[config.mk]
export PLATFORM = sky130hd
export DESIGN_NAME = cntr_cmd_seq
export DESIGN_NICKNAME = d
export VERILOG_FILES = /design/src/rtl/cntr_cmd_seq.sv
export SDC_FILE = /design/constraint.sdc
export NUM_CORES = 1
export LEC_CHECK = 0
export ABC_AREA = 1
export CAP_MARGIN = 25
export CORE_MARGIN = 2
export CORE_UTILIZATION = 30
export DETAILED_ROUTE_END_ITERATION = 10
export PLACE_DENSITY = 0.57
export SYNTH_ARGS = -nofsm -noshare
export SYNTH_HDL_FRONTEND = slang
export SYNTH_SLANG_ARGS = --single-unit
[constraint.sdc]
create_clock -name clk -period 2.1 [get_ports clk]
set_input_delay 0.21 -clock clk [delete_from_list [all_inputs] [get_ports clk]]
set_output_delay 0.21 -clock clk [all_outputs]
set_load 0.005 [all_outputs]
[src/rtl/cntr_cmd_seq.sv]
// Command sequencer: queues LOAD/INC/DEC commands in a 4-deep FIFO and
// drives load/inc/d_in to a downstream 8-bit counter.
//
// state | meaning
// IDLE  | pop next command when the FIFO is non-empty
// LOAD  | one-cycle load strobe to the counter
// RUN   | hold inc direction for n cycles
module cntr_cmd_seq (
  input  logic       clk,
  input  logic       reset_n,
  input  logic       abort,
  input  logic       cmd_valid,
  output logic       cmd_ready,
  input  logic [1:0] cmd_op,
  input  logic [7:0] cmd_data,
  output logic       load,
  output logic       inc,
  output logic [7:0] d_in,
  output logic [1:0] o_state,
  output logic [2:0] fifo_count,
  output logic       busy
);

  typedef enum logic [1:0] {
    ST_IDLE = 2'b00,
    ST_LOAD = 2'b01,
    ST_RUN  = 2'b10
  } state_t;

  state_t      state_q, state_d;
  logic [9:0]  fifo_mem [4];
  logic [1:0]  wr_ptr, rd_ptr;
  logic [2:0]  count_q;
  logic [7:0]  rem_q, rem_d;
  logic        load_d, inc_d;
  logic [7:0]  d_in_d;
  logic        push, pop;
  logic [1:0]  head_op;
  logic [7:0]  head_data;

  // Ready comes from the registered count only, so a full FIFO never
  // accepts a push even when the FSM pops on the same edge.
  assign cmd_ready  = (count_q != 3'd4);
  assign push       = cmd_valid && cmd_ready;
  assign pop        = (state_q == ST_IDLE) && (count_q != 3'd0);
  assign head_op    = fifo_mem[rd_ptr][9:8];
  assign head_data  = fifo_mem[rd_ptr][7:0];
  assign o_state    = state_q;
  assign fifo_count = count_q;
  assign busy       = (state_q != ST_IDLE) || (count_q != 3'd0);

  always_comb begin
    state_d = state_q;
    rem_d   = rem_q;
    load_d  = 1'b0;
    inc_d   = inc;
    d_in_d  = d_in;
    case (state_q)
      ST_IDLE: begin
        if (pop) begin
          case (head_op)
            2'b01: begin
              load_d  = 1'b1;
              d_in_d  = head_data;
              state_d = ST_LOAD;
            end
            2'b10, 2'b11: begin
              if (head_data != 8'd0) begin
                inc_d   = ~head_op[0];
                rem_d   = head_data - 8'd1;
                state_d = ST_RUN;
              end
            end
            default: ;
          endcase
        end
      end
      ST_LOAD: state_d = ST_IDLE;
      ST_RUN: begin
        if (rem_q == 8'd0) state_d = ST_IDLE;
        else               rem_d   = rem_q - 8'd1;
      end
      default: state_d = ST_IDLE;
    endcase
  end

  always_ff @(posedge clk) begin
    if (!reset_n) begin
      state_q <= ST_IDLE;
      rem_q   <= 8'd0;
      load    <= 1'b0;
      inc     <= 1'b0;
      d_in    <= 8'h00;
      wr_ptr  <= 2'd0;
      rd_ptr  <= 2'd0;
      count_q <= 3'd0;
    end else if (abort) begin
      state_q <= ST_IDLE;
      rem_q   <= 8'd0;
      load    <= 1'b0;
      wr_ptr  <= 2'd0;
      rd_ptr  <= 2'd0;
      count_q <= 3'd0;
    end else begin
      state_q <= state_d;
      rem_q   <= rem_d;
      load    <= load_d;
      inc     <= inc_d;
      d_in    <= d_in_d;
      if (push) wr_ptr <= wr_ptr + 2'd1;
      if (pop)  rd_ptr <= rd_ptr + 2'd1;
      case ({push, pop})
        2'b10:   count_q <= count_q + 3'd1;
        2'b01:   count_q <= count_q - 3'd1;
        default: count_q <= count_q;
      endcase
    end
  end

  always_ff @(posedge clk) begin
    if (reset_n && !abort && push) fifo_mem[wr_ptr] <= {cmd_op, cmd_data};
  end

endmodule

==> out/summary.txt <==
RUN STATUS
--------------------------------------------------------------------------------------
Status                                                                    finished clean

PWR
--------------------------------------------------------------------------------------
Leakage component of the power                                             0.001482 µW
Worst IR Drop VDD                                                             368.3 µV
Final Power                                                                    2748 µW
Power density of the placed cells                                         723.8 nW/µm²

ROUTING
--------------------------------------------------------------------------------------
DR vias/cell                                                                     4.495
Post-detailed-route count of antenna-violating nets                                  0
Aggregate routed wire length                                                   6706 µm
Via count                                                                         2369
Routed len/inst                                                               12.72 µm
First-pass iteration count of the detailed router                                    4
First DRT Iteration DRCs                                                            93
DR DRC count                                                                         0

SETUP PATH
--------------------------------------------------------------------------------------
Arrival time at the worst endpoint                                             2100 ps
Nature of the critical path endpoint                                         flip-flop
Type of the worst setup path                                              flip-flop to flip-flop
Worst Path Buf+Inv                                                                   2
Worst Setup Start Kind                                                       flip-flop
Worst endpoint required time                                                   2330 ps
Critical Path Max Stage Delay                                                   390 ps
Crit path max-delay family                                                 adder cells
Maximum fanout encountered on the critical timing path                               5
Cell with the largest stage delay on the worst path                       sky130_fd_sc_hd__fa_1
Sequence of cells on the critical path                                    nor2_1 -> nand2_1 -> inv_2 -> ha_1 -> inv_1 -> fa_1 -> a21oi_1 -> o21ai_0 -> o21ai_0 -> a21oi_1

STA
--------------------------------------------------------------------------------------
Headroom to the max-slew limit                                                  0.7861
Final period utilization                                                        0.8883
Clk_skew                                                                      10.13 ps
Number of setup violations in the final report                                       0
Transition time at the pin with the least slew margin                         318.7 ps
Hold Violations, Final                                                               0
Setup repair after global routing missed its margin                              false
Setup TNS                                                                         0 ps
Final slew viol count                                                                0
FMAX                                                                         536.1 MHz
Hold Worst Slack                                                              475.1 ps
Shortest clock period the worst path allows after layout                       1865 ps

FLOORPLAN
--------------------------------------------------------------------------------------
Die footprint                                                                11040 µm²
Horizontal die dimension                                                      105.1 µm
Cell Rows                                                                           36
Die height                                                                    105.1 µm
Initial cell density of the core                                                0.3106
Ports                                                                               31
CORE AREA                                                                     9864 µm²

SYNTHESIS
--------------------------------------------------------------------------------------
Post-synthesis mux area share                                                        0
Number of different library cells in the post-synthesis netlist                     27
Netlist area before placement                                                 3064 µm²
Net count after synthesis                                                          358
Warnings, synthesis                                                                  0
Post-synthesis adder-cell area fraction                                        0.03103
Register area share after synthesis                                             0.5815
Dominant combinational cell family by area after synthesis                simple AND/OR/NAND/NOR gates
Dominant cells by area after synthesis                                    sky130_fd_sc_hd__edfxtp_1, sky130_fd_sc_hd__dfxtp_1, sky130_fd_sc_hd__nand2_1
Post-synthesis xor/xnor area fraction                                         0.002858
Syn Area/Cell                                                                9.093 µm²
Flip-flop and latch count after synthesis                                           69
Share of the synthesized area in compound gates (AO/OA/AOI/OAI)                0.07881
Top cell type's share of synthesized area                                       0.3920
Synthesized netlist cell count                                                     337
Simple-gate portion of the synthesized area                                     0.2450
Post-synthesis cell type with the largest combined area                   sky130_fd_sc_hd__edfxtp_1

FINISH
--------------------------------------------------------------------------------------
Leading cell type in the layout, fill and taps excluded                   sky130_fd_sc_hd__nand2_1
Fraction of layout cells with a size suffix above 1                             0.1497
Area of combinational cells with multiple inputs                              1111 µm²
Filler cell count in the final layout                                              996
Finished Layout Cells                                                              527
Number of antenna repair diodes                                                      0
Layout overhead on the synthesized area                                         23.93%
Layout net count                                                                   410
Register area                                                                 1785 µm²
Post-route standard cell area excluding fillers                               3797 µm²
Top library cells by usage in the layout, fill and taps aside             sky130_fd_sc_hd__nand2_1, sky130_fd_sc_hd__edfxtp_1, sky130_fd_sc_hd__nand3_1, sky130_fd_sc_hd__clkdlybuf4s50_1, sky130_fd_sc_hd__dfxtp_1

CLOCKING
--------------------------------------------------------------------------------------
CTS tree                                                                          done
# H-tree levels                                                                      3
Root Buffer Master                                                        sky130_fd_sc_hd__clkbuf_8
Clock latency on the worst-skew pair                                            340 ps
TritonCTS Buffers                                                                    9
Clock transition at path regs                                                    80 ps
Clk buf depth                                                                        2
CTS Hold Bufs                                                                        0
Num Clock Sinks                                                                     69

HOLD PATH
--------------------------------------------------------------------------------------
Min-Delay Path Class                                                      flip-flop to flip-flop

GRT
--------------------------------------------------------------------------------------
Grt ovf                                                                              0
Maximum number of pins on one net before global-route repair                        17
Number of global-route vias before repair                                         2334
First-pass GRT wire length                                                    11040 µm
All-layer global routing usage                                                  0.1284
Antenna violations before repair                                                     0

PLACED DESIGN
--------------------------------------------------------------------------------------
Dpl hpwl                                                                       4914 µm
Placed standard-cell area                                                     3613 µm²
Placed insts                                                                       511
Buffers on Ports                                                                    30
Weighted congestion reported at the end of routability-driven placement         0.8641

RUN
--------------------------------------------------------------------------------------
Max-capacitance violation count                                                      0

-- registers in the layout (all words and copies together) (netlist names), named ones only --
register / flops
fifo_mem: 40
d_in: 8
rem_q: 8
fifo_count: 3
o_state: 2
rd_ptr: 2
wr_ptr: 2
inc: 1
load: 1
-- logic make-up after synthesis --
kind of cell | Yosys count
compound gates | 46
flops | 69
xor+xnor | 1
fa+ha+maj | 7
buf+inv | 41
simple gates | 173
-- worst paths after layout --
check	start	end	slack (ps)	cells after the start
worst max-delay path	o_state[1]$_SDFFE_PP0P_	fifo_count[2]$_SDFFE_PP0P_	230	10
worst min-delay path	rd_ptr[1]$_SDFFE_PP0N_	rd_ptr[1]$_SDFFE_PP0N_	480	2
worst max register to register	o_state[1]$_SDFFE_PP0P_	fifo_count[2]$_SDFFE_PP0P_	230	10
worst min register to register	rd_ptr[1]$_SDFFE_PP0N_	rd_ptr[1]$_SDFFE_PP0N_	480	2
-- area by class of cell --
type / instances / share of cell area
clock inverter: 7 / 0.01087
multi-input combinational: 227 / 0.2926
tap: 133 / 0.04382
inverter: 33 / 0.03328
timing repair buffer: 49 / 0.1166
sequential: 69 / 0.4702
clock buffer: 9 / 0.03262
-- synth_stat cells (all sizes together) --
cell      n
nand4     2
fa        1
a21oi    24
nand3    34
buf       7
nor4      3
clkbuf    1
nor2     27
nand2   106
xor2      1
edfxtp   40
nor3      1
o21ai    22
inv      33
dfxtp    29
ha        6
-- power breakdown --
part / switching (µW) / total (µW) / leakage, µW / internal, µW
combinational: 214 / 360 / 0.000803 / 145
clock: 490 / 910 / 0.0000821 / 419
sequential: 18.9 / 1480 / 0.000597 / 1460
-- metal layers --
metal / part of all wire / routed length [µm] / GRT usage / up-vias
li1: - / - / - / 1227
met1: 0.49 / 3253 / 0.1652 / 1082
met2: 0.46 / 3076 / 0.2018 / 47
met3: 0.035 / 236 / 0.03618 / 13
met4: 0.021 / 139 / 0.05524 / 0
met5: 0 / 0 / 0 / -
-- stage by stage --
step | setup slack [ps] | utilization
4_1_cts | 128.2 | 0.3831
2_1_floorplan | 193.1 | -
5_1_grt | 20.56 | 0.3850
3_3_place_gp | 188.3 | 0.3663
3_5_place_dp | 122.7 | 0.3663
6_report | 234.6 | 0.3850
-- what timing repair did --
action                                  CTS  global route
setup buffers                             0             0
resized for setup                         0            10
endpoints found under the hold margin     0             0
endpoints found under the setup margin    0             4
-- tightest hold or removal path, cell delays in order, from the launching register on --
cell	delay [ps]
sky130_fd_sc_hd__dfxtp_1	300
sky130_fd_sc_hd__inv_1	60
sky130_fd_sc_hd__a21oi_1	70
Power figures use the tool's default switching activity.
